--- src/rtl/toe_rx_dma.sv ---
// ---------------------------------------------------------------------------
// toe_rx_dma -- receive-side DMA engine of the TCP offload engine.
//
// Takes packet words from the parser on a valid/ready stream and writes them
// into a software-managed ring in shared SRAM. Each packet is stored as one
// header word followed by its payload. The header is {trunc, 15'b0, len[15:0]}
// and len counts only the payload bytes actually written. Firmware frees
// space by advancing rd_ptr_i. At most one memory write is in flight.
//
// Optional feature macro: TOE_RX_DMA_STATS_EN adds the pkt_cnt_o and
// drop_cnt_o counters.
//
// Ports (PW = clog2(BufWords)+1, pointers carry a wrap bit):
//   clk_i, rst_i        clock and synchronous active-high reset
//   cfg_en_i            enable acceptance of new packets
//   cfg_base_i          ring base byte address, word aligned
//   rd_ptr_i            consumer word pointer
//   wr_ptr_o            producer word pointer, advanced on packet commit
//   irq_o               one-cycle pulse per committed packet
//   s_valid_i/s_ready_o stream handshake
//   s_data_i/s_be_i     stream data and byte enables
//   s_last_i            last beat of packet
//   mem_req_o/mem_we_o  memory request, always a write
//   mem_gnt_i           request granted
//   mem_addr_o          byte address
//   mem_be_o            byte enables
//   mem_wdata_o         write data
//   mem_rvalid_i        write completion
//   pkt_cnt_o           committed packets (stats build only)
//   drop_cnt_o          dropped packets (stats build only)
// ---------------------------------------------------------------------------
module toe_rx_dma #(
    parameter int  AddrWidth   = 32,
    parameter int  DataWidth   = 32,
    parameter int  BufWords    = 1024,
    parameter int  MaxPktWords = 512,
    localparam int PW          = $clog2(BufWords) + 1
) (
    input  logic                 clk_i,
    input  logic                 rst_i,
    input  logic                 cfg_en_i,
    input  logic [AddrWidth-1:0] cfg_base_i,
    input  logic [PW-1:0]        rd_ptr_i,
    output logic [PW-1:0]        wr_ptr_o,
    output logic                 irq_o,
    input  logic                 s_valid_i,
    output logic                 s_ready_o,
    input  logic [DataWidth-1:0] s_data_i,
    input  logic [3:0]           s_be_i,
    input  logic                 s_last_i,
    output logic                 mem_req_o,
    output logic                 mem_we_o,
    input  logic                 mem_gnt_i,
    output logic [AddrWidth-1:0] mem_addr_o,
    output logic [3:0]           mem_be_o,
    output logic [DataWidth-1:0] mem_wdata_o,
    input  logic                 mem_rvalid_i
`ifdef TOE_RX_DMA_STATS_EN
    ,
    output logic [31:0]          pkt_cnt_o,
    output logic [31:0]          drop_cnt_o
`endif
);

    localparam int IW = $clog2(BufWords);        // ring index bits
    localparam int CW = $clog2(MaxPktWords + 1); // written-word counter bits

    typedef enum logic [1:0] {
        S_IDLE,
        S_PAYLOAD,
        S_HEADER,
        S_DROP
    } state_t;

    state_t r_state;
    state_t w_state_nxt;

    logic [PW-1:0]        r_wr_ptr;
    logic [PW-1:0]        r_hdr_idx;
    logic [PW-1:0]        r_nxt_idx;
    logic [CW-1:0]        r_words;
    logic [15:0]          r_len;
    logic                 r_trunc;
    logic                 r_req;
    logic                 r_outstanding;
    logic                 r_hdr_sent;
    logic                 r_irq;
    logic [AddrWidth-1:0] r_addr;
    logic [3:0]           r_be;
    logic [DataWidth-1:0] r_wdata;

    logic                 w_busy;
    logic                 w_mem_free;
    logic [PW-1:0]        w_used;
    logic [PW:0]          w_free;
    logic                 w_space_ok;
    logic                 w_room;
    logic                 w_ready;
    logic                 w_fire;
    logic                 w_start;
    logic                 w_write;
    logic                 w_trunc_beat;
    logic                 w_issue_hdr;
    logic                 w_commit;
    logic                 w_drop_evt;
    logic [PW-1:0]        w_wr_idx;
    logic [CW-1:0]        w_words_base;
    logic [15:0]          w_len_base;

    function automatic logic [AddrWidth-1:0] idx_addr(input logic [AddrWidth-1:0] base,
                                                      input logic [PW-1:0]        idx);
        // Only the low IW bits select the slot; the top bit is the wrap flag.
        return base + AddrWidth'({idx[IW-1:0], 2'b00});
    endfunction

    function automatic logic [2:0] popcount4(input logic [3:0] be);
        return 3'(be[0]) + 3'(be[1]) + 3'(be[2]) + 3'(be[3]);
    endfunction

    // A write is pending from request until its completion arrives.
    assign w_busy = r_req | r_outstanding;
    // True when the memory port can take a new request at the next edge,
    // including the cycle in which the previous write completes.
    assign w_mem_free = ~r_req & (~r_outstanding | mem_rvalid_i);

    assign w_used     = r_wr_ptr - rd_ptr_i;
    assign w_free     = (PW + 1)'(BufWords) - {1'b0, w_used};
    assign w_space_ok = (w_free >= (PW + 1)'(MaxPktWords + 1));
    assign w_room     = (r_words < CW'(MaxPktWords));

    // Beats are never accepted while reset is asserted.
    assign s_ready_o = w_ready & ~rst_i;
    assign w_fire    = s_valid_i & s_ready_o;

    // -----------------------------------------------------------------------
    // FSM state register
    // -----------------------------------------------------------------------
    always_ff @(posedge clk_i) begin
        if (rst_i) begin
            r_state <= S_IDLE;
        end else begin
            // NOTE: sequential state uses non-blocking assignments so every
            // register samples the pre-edge values of its sources.
            r_state <= w_state_nxt;
        end
    end

    // -----------------------------------------------------------------------
    // FSM next-state and control strobes
    // -----------------------------------------------------------------------
    always_comb begin
        // NOTE: every signal gets a default first so no path leaves one
        // unassigned, which would otherwise infer a latch.
        w_state_nxt  = r_state;
        w_ready      = 1'b0;
        w_start      = 1'b0;
        w_write      = 1'b0;
        w_trunc_beat = 1'b0;
        w_issue_hdr  = 1'b0;
        w_commit     = 1'b0;
        w_drop_evt   = 1'b0;

        unique case (r_state)
            S_IDLE: begin
                w_ready = cfg_en_i & ~w_busy;
                if (w_fire) begin
                    if (w_space_ok) begin
                        w_start     = 1'b1;
                        w_write     = 1'b1;
                        w_state_nxt = s_last_i ? S_HEADER : S_PAYLOAD;
                    end else begin
                        // Not enough room for a worst-case packet: discard it
                        // without touching memory.
                        w_drop_evt  = 1'b1;
                        w_state_nxt = s_last_i ? S_IDLE : S_DROP;
                    end
                end
            end

            S_PAYLOAD: begin
                w_ready = ~w_busy;
                if (w_fire) begin
                    w_write      = w_room;
                    w_trunc_beat = ~w_room;
                    if (s_last_i) begin
                        w_state_nxt = S_HEADER;
                    end
                end
            end

            S_HEADER: begin
                if (!r_hdr_sent && w_mem_free) begin
                    w_issue_hdr = 1'b1;
                end
                if (r_hdr_sent && r_outstanding && mem_rvalid_i) begin
                    w_commit    = 1'b1;
                    w_state_nxt = S_IDLE;
                end
            end

            S_DROP: begin
                w_ready = 1'b1;
                if (w_fire && s_last_i) begin
                    w_state_nxt = S_IDLE;
                end
            end

            default: begin
                w_state_nxt = S_IDLE;
            end
        endcase
    end

    // Payload slot and running totals restart at the first beat of a packet.
    assign w_wr_idx     = w_start ? (r_wr_ptr + PW'(1)) : r_nxt_idx;
    assign w_words_base = w_start ? '0 : r_words;
    assign w_len_base   = w_start ? '0 : r_len;

    // -----------------------------------------------------------------------
    // Datapath: memory request, packet bookkeeping, producer pointer
    // -----------------------------------------------------------------------
    always_ff @(posedge clk_i) begin
        if (rst_i) begin
            r_wr_ptr      <= '0;
            r_hdr_idx     <= '0;
            r_nxt_idx     <= '0;
            r_words       <= '0;
            r_len         <= '0;
            r_trunc       <= 1'b0;
            r_req         <= 1'b0;
            r_outstanding <= 1'b0;
            r_hdr_sent    <= 1'b0;
            r_irq         <= 1'b0;
            r_addr        <= '0;
            r_be          <= '0;
            r_wdata       <= '0;
        end else begin
            r_irq <= 1'b0;

            // Completion is only honoured for a write we actually launched,
            // so a stale response after reset is ignored.
            if (r_outstanding && mem_rvalid_i) begin
                r_outstanding <= 1'b0;
            end
            if (r_req && mem_gnt_i) begin
                r_req         <= 1'b0;
                r_outstanding <= 1'b1;
            end

            if (w_start) begin
                r_hdr_idx  <= r_wr_ptr;
                r_trunc    <= 1'b0;
                r_hdr_sent <= 1'b0;
            end

            if (w_write) begin
                r_req     <= 1'b1;
                r_addr    <= idx_addr(cfg_base_i, w_wr_idx);
                r_be      <= s_be_i;
                r_wdata   <= s_data_i;
                r_nxt_idx <= w_wr_idx + PW'(1);
                r_words   <= w_words_base + CW'(1);
                r_len     <= w_len_base + 16'(popcount4(s_be_i));
            end

            if (w_trunc_beat) begin
                r_trunc <= 1'b1;
            end

            if (w_issue_hdr) begin
                r_req      <= 1'b1;
                r_addr     <= idx_addr(cfg_base_i, r_hdr_idx);
                r_be       <= 4'hF;
                r_wdata    <= DataWidth'({r_trunc, 15'b0, r_len});
                r_hdr_sent <= 1'b1;
            end

            if (w_commit) begin
                r_wr_ptr   <= r_hdr_idx + PW'(1) + PW'(r_words);
                r_irq      <= 1'b1;
                r_hdr_sent <= 1'b0;
            end
        end
    end

    assign wr_ptr_o    = r_wr_ptr;
    assign irq_o       = r_irq;
    assign mem_req_o   = r_req;
    assign mem_we_o    = r_req;
    assign mem_addr_o  = r_addr;
    assign mem_be_o    = r_be;
    assign mem_wdata_o = r_wdata;

`ifdef TOE_RX_DMA_STATS_EN
    logic [31:0] r_pkt_cnt;
    logic [31:0] r_drop_cnt;

    // Counters wrap naturally at 2^32.
    always_ff @(posedge clk_i) begin
        if (rst_i) begin
            r_pkt_cnt  <= '0;
            r_drop_cnt <= '0;
        end else begin
            if (w_commit) begin
                r_pkt_cnt <= r_pkt_cnt + 32'd1;
            end
            if (w_drop_evt) begin
                r_drop_cnt <= r_drop_cnt + 32'd1;
            end
        end
    end

    assign pkt_cnt_o  = r_pkt_cnt;
    assign drop_cnt_o = r_drop_cnt;
`endif

endmodule
--- config.mk ---
export PLATFORM = sky130hd
export DESIGN_NAME = toe_rx_dma
export DESIGN_NICKNAME = d
export VERILOG_FILES = /design/src/rtl/toe_rx_dma.sv
export SDC_FILE = /design/constraint.sdc
export NUM_CORES = 1
export LEC_CHECK = 0
export CAP_MARGIN = 10
export CORE_MARGIN = 10
export CORE_UTILIZATION = 47
export DETAILED_ROUTE_END_ITERATION = 8
export GPL_ROUTABILITY_DRIVEN = 0
export PLACE_DENSITY = 0.83
export SYNTH_ARGS = -nofsm -noshare
export SYNTH_HDL_FRONTEND = slang
export SYNTH_SLANG_ARGS = --single-unit
--- constraint.sdc ---
create_clock -name clk_i -period 6.6 [get_ports clk_i]
set_input_delay 1.32 -clock clk_i [delete_from_list [all_inputs] [get_ports clk_i]]
set_output_delay 1.32 -clock clk_i [all_outputs]
set_load 0.05 [all_outputs]
==> metrics.md, run 1 <==
| Metric | Value |
|---|---|
| Status | `completed` |
| Cell internal pwr | `0.00172 W` |
| PortBufs | `168` |
| Worst Slack Setup Final | `0.178 ns` |
| Worst-path clk slew | `0.06 ns` |
| Multiplexer share of the synthesized area | `1.18%` |
| Antenna viol nets, final | `0` |
| Syn Area/Cell | `7.72 um^2` |
| Core Region | `16100 um^2` |
| Net Count, Synth | `1134` |
| # clock sinks | `133` |
| Post-synthesis async set-or-reset flop share | `0%` |
| CP arrival | `6.68 ns` |
| Area post-placement | `9950 um^2` |
| Hold_buf cts | `0` |
| Clock root cell | `clkbuf_16` |
| Worst Hold Class | `reg2reg` |
| CP required | `6.85 ns` |
| Yosys top cell area share | `34.3%` |
| Worst R2R End | `mem_addr_o[14]$_SDFFE_PP0P_` |
| R2R cell count | `26` |
| Power density over the cells | `229 nW/um^2` |
| Max Freq | `156 MHz` |
| Htree depth | `4` |
| Largest family of logic cells by synthesized area | `simple AND/OR/NAND/NOR gates` |
| Residual DRC | `0` |
| Antenna violations before repair | `0` |
| Clk pwr share | `42.2%` |
| Max-slew headroom | `24.3%` |
| Synthesized flop and latch total | `133` |
| Setup crit end kind | `flip-flop` |
| Setup TNS | `0 ns` |
| WL/cell | `17.2 um` |
| P_leak | `4.05 nW` |
| Most frequent cell after synthesis | `nand2_1` |
| Row Count | `46` |
| Reg-to-Reg Start | `wr_ptr_o[0]$_SDFFE_PP0P_` |
| Synth Area in Compound Gates | `18.9%` |
| Hpwl dp | `17600 um` |
| Gr ovfl total | `0` |
| DIE AREA | `22100 um^2` |
| Sw Share | `29.6%` |
| Ys Warns | `0` |
| Finished Cell Area | `10700 um^2` |
| Total chip power | `0.00244 W` |
| Die Height | `149 um` |
| Crit path from | `rd_ptr_i[0]` |
| ANT cells | `0` |
| Nets@finish | `1328` |
| First-pass DRT Iterations | `5` |
| Clk_lat worst skew | `0.43 ns` |
| Chip Width | `149 um` |
| Fillers | `1319` |
| Final Hold Fails | `0` |
| Peak supply drop | `0.000199 V` |
| Period utilization | `97.3%` |
| Total of max-cap violations | `0` |
| CTS tree | `yes` |
| Area leader, netlist | `dfxtp_1` |
| Min Tclk post-route | `6.42 ns` |
| Commonest cells post-synth | `196 x nand2_1, 133 x dfxtp_1, 110 x nor2_1` |
| Logic pwr share | `21.9%` |
| Synthesized instance count | `1006` |
| Reg-to-reg slack, setup | `0.96 ns` |
| Worst Skew | `0.00911 ns` |
| WHS Endpoint | `mem_addr_o[1]$_SDFFE_PP0P_` |
| Xor and xnor fraction of the mapped netlist area | `8.00%` |
| Ranking of synthesized cells by area | `dfxtp_1 34%, nand2_1 9.5%, ha_1 5.8%` |
| Setup violations, final | `0` |
| EDFF count, synth | `0` |
| First-pass GRT wire length | `39400 um` |
| Worst Hold Depth | `2` |
| Sequential share of power | `35.9%` |
| Post-synth cell types | `74` |
| GRT Overall Usage | `21.8%` |
| Syn-to-layout area delta | `37.2%` |
| Share of layout cells above drive strength 1 | `9.90%` |
| Synth Area in Simple Gates | `25.6%` |
| Largest net degree at the start of global routing | `104` |
| Synth Flop Type | `dfxtp_1` |
| Vias in the first global route | `7948` |
| Sequential element share of the synthesized area | `34.3%` |
| Via density | `5.60` |
| Max FO, Critical Path | `9` |
| Synth Area in Adders | `7.34%` |
| Worst-Margin Slew | `1.13 ns` |
| Drt total wl | `24500 um` |
| Via Count | `7995` |
| Crit Path Category | `in2reg` |
| Initial core utilization | `48.4%` |
| Dpl ws | `-0.324 ns` |
| HP Start | `mem_addr_o[1]$_SDFFE_PP0P_` |
| Initial DRC count | `559` |
| Post-Syn Area | `7770 um^2` |
| Bufs on Longest Clock Path | `2` |
| Pins Over Slew Limit | `0` |
| Switching power | `0.000721 W` |
| Top-Level Pins | `169` |
| Startpoint Class | `input port` |
| Cts bufs inserted | `17` |
## critical path, stage by stage
cell and delay (ns):
clkdlybuf4s50_1 0.46, ha_1 0.16, inv_1 0.05, fa_2 0.37, a211oi_4 0.32, o21ai_1 0.13
mux2_2 0.30, or3b_4 0.39, nor4_4 0.24, or3_4 0.18, nor2_1 0.05, a21oi_2 0.15
a21oi_1 0.09, ha_1 0.23, fa_1 0.38, a21o_1 0.20, a21oi_2 0.18, nor2b_1 0.08
o21a_1 0.19, o41ai_2 0.35, o21bai_1 0.17, a41oi_2 0.17, buf_6 0.16, buf_4 0.11
xor2_1 0.16, a211oi_1 0.09
## power by group through the flow
stage          Clock, W  Sequential [W]  Combinational (W)
6_report        0.00103        0.000875           0.000533
2_1_floorplan         0         0.00101           0.000195
5_1_grt         0.00107        0.000879           0.000572
4_1_cts         0.00104        0.000874           0.000530
3_5_place_dp          0        0.000890           0.000525
3_3_place_gp          0        0.000889           0.000519
## how the worst max path moves through the flow
stage | end | slack, ns | cells after the start
5_1_grt | mem_addr_o[18]$_SDFFE_PP0P_ | -0.04 | 26
6_report | mem_addr_o[14]$_SDFFE_PP0P_ | 0.18 | 26
4_1_cts | mem_addr_o[22]$_SDFFE_PP0P_ | 0.09 | 26
3_5_place_dp | mem_addr_o[22]$_SDFFE_PP0P_ | -0.32 | 26
2_1_floorplan | mem_addr_o[20]$_SDFFE_PP0P_ | 0.01 | 26
3_3_place_gp | mem_addr_o[30]$_SDFFE_PP0P_ | -0.11 | 26
## kinds of logic (layout without fill, tap and decap cells)
family | count (synthesis) | in the layout
fa+ha+maj | 42 | 42
mux | 9 | 9
flops | 133 | 133
compound gates | 224 | 224
xor+xnor | 71 | 71
buf+inv | 89 | 295
simple gates | 438 | 438
## state kept, by name (all words and copies together) (netlist names)
name           flops
r_hdr_idx         11
r_outstanding      1
mem_wdata_o       32
r_words           10
r_state            2
r_len             16
irq_o              1
mem_addr_o        32
mem_be_o           4
mem_req_o          1
r_trunc            1
wr_ptr_o          11
r_hdr_sent         1
r_nxt_idx         10
## stage by stage
| stage | hold slack [ns] | utilization, % | std cells |
|---|---|---|---|
| floorplan | 0.441 | - | 1006 |
| global placement | 0.437 | 61.9 | 1395 |
| detailed placement | 0.443 | 61.9 | 1395 |
| CTS | 0.451 | 65.9 | 1426 |
| global route | 0.473 | 66.4 | 1428 |
| finish | 0.450 | 66.4 | 1428 |
## layout by cell type, fill, tap and decap left out, types with 6 or more instances in the layout
cell / Yosys / routed
a211oi_1: 29 / 29
a21o_1: 6 / 6
a21oi_1: 89 / 87
a311oi_1: 18 / 17
a31oi_1: 8 / 8
and2_1: 8 / 8
and3_1: 17 / 17
buf_4: 2 / 62
clkbuf_16: 0 / 17
clkdlybuf4s50_1: 0 / 167
dfxtp_1: 133 / 133
ha_1: 36 / 36
inv_1: 34 / 34
mux2i_1: 8 / 8
nand2_1: 196 / 196
nand2b_1: 7 / 7
nand3_1: 17 / 17
nand4_1: 11 / 11
nor2_1: 110 / 109
nor2b_1: 7 / 7
nor3_1: 23 / 23
o211ai_1: 6 / 6
o21ai_0: 28 / 26
o21bai_1: 6 / 6
or3_1: 10 / 9
xnor2_1: 39 / 39
xor2_1: 32 / 32
## final cells by class
class | instances | area [um^2] | area share (%)
clock buffer | 20 | 467 | 4.38
clock inverter | 11 | 175 | 1.64
inverter | 34 | 128 | 1.20
multi-input combinational | 784 | 4800 | 45.1
sequential | 133 | 2660 | 25.0
tap | 216 | 270 | 2.54
timing repair buffer | 230 | 2150 | 20.2
## what timing repair did
action	in CTS	in global routing
buffers inserted	0	2
resized for setup	0	13
endpoints found under the setup margin	0	18
endpoints found under the hold margin	0	0
## layer usage
layer	up-vias	track usage (%)	share of wire, %
met2	296	36.0	47
met1	3747	24.5	41
met5	-	0	0
met3	51	8.04	9.1
li1	3901	-	-
met4	0	9.76	3.0
Power figures use the tool's default switching activity.
==> run 2: changes to the inputs <==
--- a/config.mk
+++ b/config.mk
@@ -10,7 +10,9 @@
 export CORE_UTILIZATION = 47
 export DETAILED_ROUTE_END_ITERATION = 8
 export GPL_ROUTABILITY_DRIVEN = 0
+export GPL_TIMING_DRIVEN = 0
 export PLACE_DENSITY = 0.83
+export RECOVER_POWER = 25
 export SYNTH_ARGS = -nofsm -noshare
 export SYNTH_HDL_FRONTEND = slang
 export SYNTH_SLANG_ARGS = --single-unit
==> run 2 against run 1 <==
Largest cell class unchanged. Via count is 2.9% higher. Hold slack is essentially flat. Setup slack worse by 0.039 ns. Critical endpoint is now mem_addr_o[26]$_SDFFE_PP0P_. Clock power about the same. Maximum frequency is 0.60% lower.
==> metrics.md, run 2 (synthesis results as in run 1) <==
| Metric | Value |
|---|---|
| Status | `completed` |
| ANT cells | `0` |
| # clock sinks | `133` |
| Logic pwr share | `22.3%` |
| Min Tclk post-route | `6.46 ns` |
| Dpl ws | `-1.36 ns` |
| Power density over the cells | `226 nW/um^2` |
| Clock root cell | `clkbuf_16` |
| WL/cell | `18.2 um` |
| Bufs on Longest Clock Path | `2` |
| Worst-path clk slew | `0.06 ns` |
| Crit path from | `rd_ptr_i[7]` |
| GRT Overall Usage | `22.8%` |
| Clk pwr share | `42.0%` |
| Htree depth | `4` |
| Area post-placement | `9740 um^2` |
| CP arrival | `6.79 ns` |
| Worst-Margin Slew | `0.798 ns` |
| Via Count | `8225` |
| Reg-to-Reg Start | `wr_ptr_o[0]$_SDFFE_PP0P_` |
| Row Count | `46` |
| Initial DRC count | `661` |
| CP endpoint | `mem_addr_o[26]$_SDFFE_PP0P_` |
| Worst path slowest cell | `clkdlybuf4s50_1` |
| Cts bufs inserted | `17` |
| Vias in the first global route | `7894` |
| CP required | `6.93 ns` |
| DIE AREA | `22100 um^2` |
| Reg-to-reg slack, setup | `0.61 ns` |
| Hpwl dp | `19200 um` |
| Antenna viol nets, final | `0` |
| Switching power | `0.000736 W` |
| Crit Path Category | `in2reg` |
| Setup crit end kind | `flip-flop` |
| Peak supply drop | `0.000186 V` |
| Worst hold slack | `0.450 ns` |
| Worst R2R End | `mem_addr_o[26]$_SDFFE_PP0P_` |
| Max incr delay on CP | `0.45 ns` |
| Share of layout cells above drive strength 1 | `10.3%` |
| Setup violations, final | `0` |
| R2R cell count | `29` |
| Period utilization | `97.9%` |
| Max FO, Critical Path | `6` |
| Via density | `5.68` |
| First-pass DRT Iterations | `5` |
| Worst Hold Depth | `2` |
| CTS tree | `yes` |
| Top-Level Pins | `169` |
| Worst Skew | `0.00917 ns` |
| Sequential share of power | `35.6%` |
| Startpoint Class | `input port` |
| Clk_lat worst skew | `0.43 ns` |
| Antenna violations before repair | `1` |
| Most frequent cells in the layout | `196 x nand2_1, 133 x dfxtp_1, 123 x clkdlybuf4s50_1` |
| Final Hold Fails | `0` |
| First-pass GRT wire length | `40800 um` |
| Gr ovfl total | `0` |
| Fillers | `1271` |
| Chip Width | `149 um` |
| Sw Share | `30.0%` |
| Cell internal pwr | `0.00171 W` |
| Pins Over Slew Limit | `0` |
| Worst Slack Setup Final | `0.139 ns` |
| P_leak | `4.19 nW` |
| Max-slew headroom | `46.6%` |
| Largest net degree at the start of global routing | `17` |
| Core Region | `16100 um^2` |
| Commonest non-fill, non-tap cell in the layout | `nand2_1` |
| Finished Cell Area | `10900 um^2` |
| Drt total wl | `26400 um` |
| Nets@finish | `1346` |
| Residual DRC | `0` |
| Syn-to-layout area delta | `39.8%` |
| Utilization after layout | `67.6%` |
| Die Height | `149 um` |
| Initial core utilization | `48.4%` |
| PortBufs | `168` |
| Total chip power | `0.00245 W` |
| Total of max-cap violations | `0` |
| Worst Hold Class | `reg2reg` |
| Max Freq | `155 MHz` |
-- run 2: changes by cell type in the layout (fill, tap and decap cells not counted), sizes merged, moves of 2 or more --
| cell | previous run | this run |
|---|---|---|
| clkdlybuf4s50 | 167 | 123 |
| dlygate4sd3 | 0 | 42 |
| clkbuf | 20 | 54 |
| buf | 63 | 47 |
| dlymetal6s2s | 0 | 2 |
-- run 2: cell type report --
type	instances	area [um^2]	share of cell area, %
clock buffer	21	470	4.33
timing repair buffer	195	1930	17.8
buffer	53	244	2.25
multi-input combinational	784	4980	45.9
inverter	34	128	1.17
clock inverter	11	174	1.60
sequential	133	2660	24.5
tap	216	270	2.49
-- run 2: worst min-delay path by stage --
stage	slack, ns	endpoint	from
after floorplan	0.44	r_len[0]$_SDFFE_PP0P_	r_len[0]$_SDFFE_PP0P_
after global placement	0.44	mem_wdata_o[17]$_SDFFE_PP0P_	mem_wdata_o[17]$_SDFFE_PP0P_
after detailed placement	0.45	mem_wdata_o[18]$_SDFFE_PP0P_	mem_wdata_o[18]$_SDFFE_PP0P_
after CTS	0.45	mem_wdata_o[18]$_SDFFE_PP0P_	mem_wdata_o[18]$_SDFFE_PP0P_
after global routing	0.47	mem_wdata_o[24]$_SDFFE_PP0P_	mem_wdata_o[24]$_SDFFE_PP0P_
final	0.45	mem_wdata_o[23]$_SDFFE_PP0P_	mem_wdata_o[23]$_SDFFE_PP0P_
-- run 2: power groups by stage --
stage | Sequential (W) | Combinational (W) | Clock (W)
global placement | 0.000887 | 0.000511 | 0
CTS | 0.000872 | 0.000537 | 0.00103
finish | 0.000872 | 0.000547 | 0.00103
global route | 0.000877 | 0.000584 | 0.00107
floorplan | 0.00101 | 0.000195 | 0
detailed placement | 0.000888 | 0.000518 | 0
-- run 2: through the flow --
stage / std cells / setup TNS [ns]
global placement: 1390 / -18.84
detailed placement: 1390 / -21.30
floorplan: 1006 / 0
finish: 1447 / 0
CTS: 1437 / 0
global route: 1447 / -0.0155
-- run 2: timing repair --
item,CTS,global route
endpoints found under the setup margin,21,20
cloned,1,0
gates resized for setup,31,32
buffers inserted,14,12
pin swaps,17,25
hold buffers,0,0
-- run 2: worst max-delay path: cells and delay by family --
family / cells / cell delay [ns]
AOI/OAI and AO/OA: 10 / 1.85
and+or+nand+nor: 7 / 1.43
buffers and inverters: 6 / 0.97
adders and majority gates: 3 / 0.78
muxes: 1 / 0.26
xor gates and xnor gates: 1 / 0.15
-- run 2: layer usage --
metal / GRT usage [%] / vias to the layer above / share of wire (%)
li1: - / 3922 / -
met1: 26.5 / 3888 / 39
met2: 38.0 / 362 / 48
met3: 8.86 / 51 / 11
met4: 6.79 / 2 / 2.3
met5: 0 / - / 0.049
